--- src/rtl/shift_reg_pkg.sv ---
// shift_reg_pkg: mode encodings and FSM state type shared by the universal shift register
package shift_reg_pkg;

    localparam logic [2:0] MODE_HOLD  = 3'b000;
    localparam logic [2:0] MODE_LOAD  = 3'b001;
    localparam logic [2:0] MODE_SHL   = 3'b010;
    localparam logic [2:0] MODE_SHR   = 3'b011;
    localparam logic [2:0] MODE_ROL   = 3'b100;
    localparam logic [2:0] MODE_ROR   = 3'b101;
    localparam logic [2:0] MODE_ASR   = 3'b110;
    localparam logic [2:0] MODE_CLEAR = 3'b111;

    typedef enum logic [1:0] {
        ST_IDLE  = 2'd0,
        ST_SHIFT = 2'd1,
        ST_DONE  = 2'd2
    } state_t;

    // Only the shift/rotate modes are worth repeating in a burst
    function automatic logic is_burst_mode(input logic [2:0] mode);
        return (mode >= MODE_SHL) && (mode <= MODE_ASR);
    endfunction

endpackage

--- src/rtl/shift_reg_univ_if.sv ---
// shift_reg_univ_if: control, data and status bundle; q_par exists only with SHIFT_REG_PARITY_EN
interface shift_reg_univ_if #(
    parameter int WIDTH = 8,
    parameter int CNT_W = 4
);
    logic             en;
    logic [2:0]       mode;
    logic [WIDTH-1:0] par_in;
    logic             ser_in_l;
    logic             ser_in_r;
    logic             start;
    logic [CNT_W-1:0] cnt;
    logic [WIDTH-1:0] q;
    logic             ser_out_l;
    logic             ser_out_r;
    logic             busy;
    logic             done;
`ifdef SHIFT_REG_PARITY_EN
    logic             q_par;

    modport master (
        output en, mode, par_in, ser_in_l, ser_in_r, start, cnt,
        input  q, ser_out_l, ser_out_r, busy, done, q_par
    );

    modport slave (
        input  en, mode, par_in, ser_in_l, ser_in_r, start, cnt,
        output q, ser_out_l, ser_out_r, busy, done, q_par
    );
`else
    modport master (
        output en, mode, par_in, ser_in_l, ser_in_r, start, cnt,
        input  q, ser_out_l, ser_out_r, busy, done
    );

    modport slave (
        input  en, mode, par_in, ser_in_l, ser_in_r, start, cnt,
        output q, ser_out_l, ser_out_r, busy, done
    );
`endif
endinterface

--- src/rtl/shift_reg_step.sv ---
// shift_reg_step: one-step next value of the register for a given mode
module shift_reg_step
    import shift_reg_pkg::*;
#(
    parameter int WIDTH = 8
) (
    input  logic [WIDTH-1:0] q_i,
    input  logic [2:0]       mode_i,
    input  logic [WIDTH-1:0] par_in_i,
    input  logic             ser_in_l_i,
    input  logic             ser_in_r_i,
    output logic [WIDTH-1:0] q_next_o
);

    // Pure next-value decode shared by single-step and burst paths
    always_comb begin
        q_next_o = q_i;
        case (mode_i)
            MODE_LOAD:  q_next_o = par_in_i;
            MODE_SHL:   q_next_o = {q_i[WIDTH-2:0], ser_in_r_i};
            MODE_SHR:   q_next_o = {ser_in_l_i, q_i[WIDTH-1:1]};
            MODE_ROL:   q_next_o = {q_i[WIDTH-2:0], q_i[WIDTH-1]};
            MODE_ROR:   q_next_o = {q_i[0], q_i[WIDTH-1:1]};
            MODE_ASR:   q_next_o = {q_i[WIDTH-1], q_i[WIDTH-1:1]};
            MODE_CLEAR: q_next_o = '0;
            default:    q_next_o = q_i;
        endcase
    end

endmodule

--- src/rtl/shift_reg_univ.sv ---
// shift_reg_univ: universal shift register with burst engine; SHIFT_REG_PARITY_EN adds registered q_par
module shift_reg_univ
    import shift_reg_pkg::*;
#(
    parameter int WIDTH = 8,
    parameter int CNT_W = 4
) (
    input  logic             clk,
    input  logic             reset,
    shift_reg_univ_if.slave  bus
);

    state_t           state_q, state_d;
    logic [CNT_W-1:0] count_q, count_d;
    logic [2:0]       mode_q, mode_d;
    logic [WIDTH-1:0] q_q, q_d;
    logic [WIDTH-1:0] q_step;
    logic             in_shift;

    assign in_shift = (state_q == ST_SHIFT);

    // During a burst the latched mode drives the step; otherwise the live mode does
    shift_reg_step #(.WIDTH(WIDTH)) u_step (
        .q_i        (q_q),
        .mode_i     (in_shift ? mode_q : bus.mode),
        .par_in_i   (bus.par_in),
        .ser_in_l_i (bus.ser_in_l),
        .ser_in_r_i (bus.ser_in_r),
        .q_next_o   (q_step)
    );

    // Next-state and datapath decisions; start wins over en, DONE always returns to IDLE
    always_comb begin
        state_d = state_q;
        count_d = count_q;
        mode_d  = mode_q;
        q_d     = q_q;
        case (state_q)
            ST_IDLE: begin
                if (bus.start) begin
                    if (is_burst_mode(bus.mode) && (bus.cnt != '0)) begin
                        mode_d  = bus.mode;
                        count_d = bus.cnt;
                        state_d = ST_SHIFT;
                    end else begin
                        state_d = ST_DONE;
                    end
                end else if (bus.en) begin
                    q_d = q_step;
                end
            end
            ST_SHIFT: begin
                q_d     = q_step;
                count_d = count_q - CNT_W'(1);
                state_d = (count_q == CNT_W'(1)) ? ST_DONE : ST_SHIFT;
            end
            ST_DONE:  state_d = ST_IDLE;
            default:  state_d = ST_IDLE;
        endcase
    end

    // State, counter, latched mode and data register
    always_ff @(posedge clk) begin
        if (reset) begin
            state_q <= ST_IDLE;
            count_q <= '0;
            mode_q  <= MODE_HOLD;
            q_q     <= '0;
        end else begin
            state_q <= state_d;
            count_q <= count_d;
            mode_q  <= mode_d;
            q_q     <= q_d;
        end
    end

    assign bus.q         = q_q;
    assign bus.ser_out_l = q_q[WIDTH-1];
    assign bus.ser_out_r = q_q[0];
    assign bus.busy      = in_shift;
    assign bus.done      = (state_q == ST_DONE);

`ifdef SHIFT_REG_PARITY_EN
    logic q_par_q;

    // Parity follows the value q is about to take so both change on the same edge
    always_ff @(posedge clk) begin
        if (reset) q_par_q <= 1'b0;
        else       q_par_q <= ^q_d;
    end

    assign bus.q_par = q_par_q;
`endif

endmodule

--- src/flat_wrapper.sv ---
// flat-port wrapper written by rule: the top's interface ports become plain ports
module shift_reg_univ_flat import shift_reg_pkg::*;
#(
    parameter int WIDTH = 8,
    parameter int CNT_W = 4
)
  (clk, reset, bus_en, bus_mode, bus_par_in, bus_ser_in_l, bus_ser_in_r, bus_start, bus_cnt, bus_q, bus_ser_out_l, bus_ser_out_r, bus_busy, bus_done);
  shift_reg_univ_if #(.WIDTH(WIDTH), .CNT_W(CNT_W)) bus_i ();
  input  logic clk;
  input  logic reset;
  input wire logic [$bits(bus_i.en)-1:0] bus_en;
  input wire logic [$bits(bus_i.mode)-1:0] bus_mode;
  input wire logic [$bits(bus_i.par_in)-1:0] bus_par_in;
  input wire logic [$bits(bus_i.ser_in_l)-1:0] bus_ser_in_l;
  input wire logic [$bits(bus_i.ser_in_r)-1:0] bus_ser_in_r;
  input wire logic [$bits(bus_i.start)-1:0] bus_start;
  input wire logic [$bits(bus_i.cnt)-1:0] bus_cnt;
  output wire logic [$bits(bus_i.q)-1:0] bus_q;
  output wire logic [$bits(bus_i.ser_out_l)-1:0] bus_ser_out_l;
  output wire logic [$bits(bus_i.ser_out_r)-1:0] bus_ser_out_r;
  output wire logic [$bits(bus_i.busy)-1:0] bus_busy;
  output wire logic [$bits(bus_i.done)-1:0] bus_done;
  assign bus_i.en = bus_en;
  assign bus_i.mode = bus_mode;
  assign bus_i.par_in = bus_par_in;
  assign bus_i.ser_in_l = bus_ser_in_l;
  assign bus_i.ser_in_r = bus_ser_in_r;
  assign bus_i.start = bus_start;
  assign bus_i.cnt = bus_cnt;
  assign bus_q = bus_i.q;
  assign bus_ser_out_l = bus_i.ser_out_l;
  assign bus_ser_out_r = bus_i.ser_out_r;
  assign bus_busy = bus_i.busy;
  assign bus_done = bus_i.done;
  shift_reg_univ #(.WIDTH(WIDTH), .CNT_W(CNT_W)) u_core (.clk(clk), .reset(reset), .bus(bus_i));
endmodule
--- config.mk ---
export PLATFORM = sky130hd
export DESIGN_NAME = shift_reg_univ_flat
export DESIGN_NICKNAME = d
export VERILOG_FILES = /design/src/rtl/shift_reg_pkg.sv /design/src/rtl/shift_reg_univ_if.sv /design/src/rtl/shift_reg_step.sv /design/src/rtl/shift_reg_univ.sv /design/src/flat_wrapper.sv
export SDC_FILE = /design/constraint.sdc
export NUM_CORES = 1
export LEC_CHECK = 0
export CAP_MARGIN = 20
export CORE_MARGIN = 3
export CORE_UTILIZATION = 48
export CTS_CLUSTER_DIAMETER = 150
export DETAILED_ROUTE_END_ITERATION = 7
export PLACE_DENSITY = 0.79
export SYNTH_ARGS = -nofsm -noshare
export SYNTH_HDL_FRONTEND = slang
export SYNTH_SLANG_ARGS = --single-unit
--- constraint.sdc ---
create_clock -name clk -period 2.4 [get_ports clk]
set_input_delay 0.6 -clock clk [delete_from_list [all_inputs] [get_ports clk]]
set_output_delay 0.6 -clock clk [all_outputs]
set_load 0.1 [all_outputs]
### After elaboration in Yosys (flattened, before gate mapping)

Cells that the tools add are included.

| word-level totals | value |
|---|---|
| register bits after elaboration | 17 |
| input port bits | 21 |
| output and inout port bits | 12 |
| word-level logic and storage cells | 41 |

| operators by class | value |
|---|---|
| add/subtract/negate cells | 1 |
| magnitude comparators | 2 |
| eq/ne operators | 14 |
| multiplexer cells | 12 |
| reductions and logical operators | 8 |

Operator list:

| cell | count |
|---|---|
| one-hot mux 8 bit (7 select lines) | 1 |
| two-way mux 8 bit | 2 |
| one-hot mux 8 bit (2 select lines) | 1 |
| == test 3 bit, second input constant | 4 |
| AND reduction 3 bit | 3 |
| two-way mux 4 bit | 2 |
| one-hot mux 4 bit (2 select lines) | 1 |
| == test 3 x 2 -> 1 bit, second input constant | 2 |
| two-way mux 2 bit | 3 |
| inequality test 2 bit, second input constant | 3 |
| == test 4 x 1 -> 1 bit, second input constant | 1 |
| one-hot mux 2 bit (2 select lines) | 1 |
| nonzero test 4 bit | 1 |
| subtractor 4 x 1 -> 4 bit, second input constant | 1 |
| == test 3 x 1 -> 1 bit, second input constant | 1 |
| >= comparator 3 x 2 -> 1 bit, second input constant | 1 |
| <= comparator 3 bit, second input constant | 1 |
| two-way mux 3 bit | 1 |
| == test 2 x 1 -> 1 bit, second input constant | 1 |
| == test 2 bit, second input constant | 1 |
| logical AND 1 bit | 2 |
| zero test 2 bit | 1 |
| inequality test 2 x 1 -> 1 bit, second input constant | 1 |
| nonzero test 2 bit | 1 |

### Depth between registers and ports, before layout

| logic depth | value |
|---|---|
| depth in word-level cells | 7 |
| depth in mapped cells | 8 |
| mapped depth without buffers | 6 |

### Modules after synthesis

Synthesis repeated with hierarchy kept, for this count alone.

| second synthesis, totals | value |
|---|---|
| cells, all modules | 157 |
| area, all modules | 1300.0 µm² |

Modules (own cells, without submodules):

| module | instances | cells each | area each (µm²) | seq. area each (µm²) |
|---|---|---|---|---|
| shift_reg_univ | 1 | 97 | 889.6 | 340.3 |
| shift_reg_step | 1 | 60 | 410.4 | 0.0 |

### Least setup slack after synthesis

Ideal clock, no wire load.

| timing | value |
|---|---|
| path type | register to output |
| from | register u_core.q_q[7] (netlist: u_core.bus.q[7]) |
| to | output bus_q[7] |
| arrival | 1.419 ns |
| required time | 1.800 ns |
| path slack | 0.381 ns |
| cell stages (with the launch flop) | 2 |
| path buffers | 1 |
| cells stage by stage | dfxtp_1 -> buf_4 |

RTL lines:

| element | RTL line | source |
|---|---|---|
| from (decl) | shift_reg_univ.sv:16 | `logic [WIDTH-1:0] q_q, q_d;` |
| from (signal assigned) | shift_reg_univ.sv:73 | `q_q <= q_d;` |
| to (decl) | flat_wrapper.sv:18 | `output wire logic [$bits(bus_i.q)-1:0] bus_q;` |

No word-level cell between the ends.

### Worst setup path after layout

| timing | value |
|---|---|
| from | register u_core.state_q[1] |
| to | register u_core.q_q[4] (netlist: u_core.bus.q[4]) |

| on the way | value |
|---|---|
| cells in the longest elaborated chain, start to end | 7 |
| elaborated cells between the ends (all ways) | 18 |
| those cells by class | eq/ne: 10; mux: 5; reduce/logical: 3 |

RTL lines:

| element | RTL line | source |
|---|---|---|
| from (decl) | shift_reg_univ.sv:13 | `state_t state_q, state_d;` |
| from (signal assigned) | shift_reg_univ.sv:70 | `state_q <= state_d;` |
| == test 2 x 1 -> 1 bit | shift_reg_univ.sv:20, shift_reg_univ.sv:38 |  |
| two-way mux 3 bit | shift_reg_univ.sv:25 | `.mode_i (in_shift ? mode_q : bus.mode),` |
| == test 3 bit (tied with other cells) | shift_reg_step.sv:18 | `case (mode_i)` |
| one-hot mux 8 bit (7 select lines) | shift_reg_step.sv:18 |  |
| two-way mux 8 bit | shift_reg_univ.sv:48 | `end else if (bus.en) begin` |
| two-way mux 8 bit | shift_reg_univ.sv:40 | `if (bus.start) begin` |
| one-hot mux 8 bit (2 select lines) | shift_reg_univ.sv:38 | `case (state_q)` |

Parallel ways exist; a longest one is shown, timed or not. The select of a mux whose other input is x is not followed.
A chain may end at the register's enable or synchronous reset.

==> qor.csv <==
stage,metric,value,unit
synthesis,synth_area,0.00127,mm²
final_layout,nFillCells,224,
grt,grt_antenna_before_repair,0,
synthesis,syn_nets,163,
final_layout,drive_gt1_frac,0.224,
critical_path,cp_slowest_stage_delay,0.55,ns
floorplan,core_area,0.00250,mm²
clock_network,clkTransAtPathRegs,0.11,ns
final_layout,fin_area,0.00163,mm²
clock_network,clkLatencyLatePin,0.29,ns
power_and_ir_drop,power_density,577,mW/mm²
synthesis,yosysWarningCount,0,
synthesis,synth_xor_area_frac,0,
synthesis,synth.mux.area_fraction,0.111,
grt,grt_pass1_vias,1181,
synthesis,async_flop_share,0,
placement,place_area,0.00160,mm²
clock_network,cts_resized,0,
sta,fmax,0.472,GHz
worst_hold_path,hold_path.class,flip-flop to flip-flop,
critical_path,worstSetupPathType,flip-flop to flip-flop,
sta,period_share,0.882,
power_and_ir_drop,power,0.940,mW
floorplan,die_area,0.00330,mm²
placement,port_buffers,32,
clock_network,cts_tree,yes,
critical_path,regToRegStartpoint,u_core.state_q[1]$_SDFFE_PP0P_,
sta,tightest_slew,0.684,ns
final_layout,num_antenna_cells,0,
synthesis,synth_compound_area_frac,0.250,
synthesis,synth_cell_types,48,
floorplan,die_height,57.4,µm
synthesis,synth_edf_count,0,
flow_run,cap_violations,0,
critical_path,worstPathRequired,2.56,ns
critical_path,r2r_slack,0.28,ns
power_and_ir_drop,ir_drop,0.364,mV
synthesis,synth_fa_ha_area_frac,0.0197,
worst_hold_path,hold_path_depth,2,
critical_path,cp-start-kind,flip-flop,
floorplan,core.rowCount,18,
detailed_routing,routed_wl,3.13,mm
clock_network,htree_num_levels,1,
worst_hold_path,hold_end,u_core.count_q[3]$_SDFFE_PP0P_,
clock_network,cts_setup_buffers,0,
placement,place_congestion,0.849,
synthesis,synth.avg_cell_area,9.06,µm²
synthesis,ys_ff_latch,17,
synthesis,netlist_top_cells_area,"dfxtp_1 27%, mux2_1 5.3%, a21oi_1 4.7%, nand3b_1 4.1%, a221oi_1 4.1%",
grt,overflow,0,
floorplan,initial_utilization,0.508,
detailed_routing,drc_errors,0,
run_status,status,"finished, final reports clean",
sta,rsz0062_at_grt,no,
detailed_routing,vias_per_cell,5.91,
critical_path,end_kind,flip-flop,
final_layout,final_nets,198,
detailed_routing,ant_nets,0,
final_layout,post-route-util,0.652,
power_and_ir_drop,p_leak,0.659,nW
sta,hold_ws,0.496,ns
clock_network,clockBufferDepth,2,
worst_hold_path,hold_start,u_core.count_q[3]$_SDFFE_PP0P_,
synthesis,ys.flop_type,dfxtp_1,
sta,finalCriticalPeriod,2.12,ns
clock_network,cts_num_sinks,17,
synthesis,synth.largest_area_cell,dfxtp_1,
critical_path,cp_top_family,multiplexers,
critical_path,r2r_end,u_core.bus.q[4]$_SDFFE_PP0P_,
detailed_routing,wire_per_inst,15.3,µm
sta,max-slew-margin-rel,0.543,
critical_path,cp_max_fo,12,
sta,slew_viol_final,0,
critical_path,crit_chain,"nand2b_4, mux2_4, mux2_1, a221oi_1, o41ai_1",
critical_path,startpoint,u_core.state_q[1]$_SDFFE_PP0P_,
floorplan,ios,33,
floorplan,dieWidth,57.4,µm
synthesis,synth_seq_area_share,0.268,
clock_network,cts_buffers,3,
critical_path,slowest_stage,dfxtp_1,
synthesis,yosys.area_share.simple,0.262,
final_layout,syn_to_final_growth,28.5,%
grt,grt_pass1_wl,5.12,mm
sta,skew,0.00359,ns
synthesis,netlist_instances,140,
synthesis,netlist.area_leader.share,0.268,
critical_path,worst-path-buf-inv,0,
sta,fin_setup_tns,0,ns
clock_network,hold_buffers,0,
grt,grt_usage,0.188,
detailed_routing,first_pass_iters,4,
sta,setup_viol,0,
critical_path,reg2reg_depth,5,
grt,grt_max_degree,21,
detailed_routing,drt_iter0_markers,58,
clock_network,cts_root_buffer,clkbuf_4,
detailed_routing,vias,1205,
placement,hpwl,2.38,mm
critical_path,arrival,2.28,ns
synthesis,synth_top_family_by_area,simple AND/OR/NAND/NOR gates,
sta,hold_violations,0,
-- worst max path at each step --
stage	endpoint	slack [ns]	cells after the start
after floorplan	bus_q[7]	0.38	1
after global placement	u_core.count_q[1]$_SDFFE_PP0P_	0.03	6
after detailed placement	u_core.bus.q[7]$_SDFFE_PP0P_	0.009	6
after CTS	u_core.bus.q[6]$_SDFFE_PP0P_	0.28	5
after global routing	u_core.bus.q[1]$_SDFFE_PP0P_	0.17	5
final	u_core.bus.q[4]$_SDFFE_PP0P_	0.28	5
-- layer usage --
metal,vias to the layer above,GRT usage,share of wire
li1,609,-,-
met1,546,0.244,0.46
met2,43,0.315,0.47
met3,7,0.0385,0.058
met4,0,0.0530,0.014
met5,-,0,0
-- final cells by class --
class / instances / area [µm²] / area share
Clock buffer: 4 / 26.3 / 0.0161
Inverter: 6 / 35.0 / 0.0215
Multi-Input combinational cell: 107 / 816 / 0.500
Sequential cell: 17 / 340 / 0.209
Tap cell: 30 / 37.5 / 0.0230
Timing Repair Buffer: 40 / 375 / 0.230
-- cell usage after synthesis, types with 3 or more instances --
cell	number
mux2_1	6
nand2_1	5
nand3b_1	7
buf_6	4
nor2_1	10
a31oi_1	4
mux2i_1	3
a21oi_1	12
nand3_1	8
nor3_1	3
or4_1	3
inv_1	5
dfxtp_1	17
a221oi_1	6
o41ai_1	6
-- cell families after synthesis --
kind of cell               after synthesis
buffers and inverters                   16
DFF                                     17
and+or+nand+nor                         52
muxes                                   12
adders and majority gates                2
AOI/OAI and AO/OA                       41
-- state kept, by name, indices dropped and copies added (netlist names) --
signal          count
u_core.bus.q        8
u_core.count_q      4
u_core.mode_q       3
u_core.state_q      2
-- worst register-to-register path, cell delays in order (launching register included) --
cell	delay (ns)
dfxtp_1	0.55
nand2b_4	0.34
mux2_4	0.39
mux2_1	0.32
a221oi_1	0.28
o41ai_1	0.11
-- power by group --
group / switching (mW) / total, mW / internal, mW
sequential: 0.0364 / 0.346 / 0.310
clock: 0.0951 / 0.160 / 0.0645
combinational: 0.271 / 0.434 / 0.163
-- metrics by stage --
stage,std cells,setup slack (ns)
after global placement,200,0.0348
final,204,0.283
after detailed placement,200,0.00855
after CTS,204,0.285
after global routing,204,0.174
after floorplan,140,0.381
-- cell usage in the layout (no fill, tap or decap), types with 2 or more instances in the layout --
cell	netlist	final
ha_1	2	2
dfxtp_1	17	17
a221oi_1	6	6
inv_1	5	5
nand3_1	8	8
a31oi_1	4	4
clkbuf_4	0	3
nand2_1	5	5
nand2b_1	2	2
mux2_4	2	2
nor2_1	10	10
a21oi_1	12	12
and4b_1	2	2
mux2_1	6	6
nand3b_1	7	7
buf_12	0	2
or2_2	2	2
buf_4	2	18
nor3_1	3	3
mux2i_1	3	3
clkdlybuf4s50_1	0	20
or4_1	3	3
o41ai_1	6	6
Power figures use the tool's default switching activity.
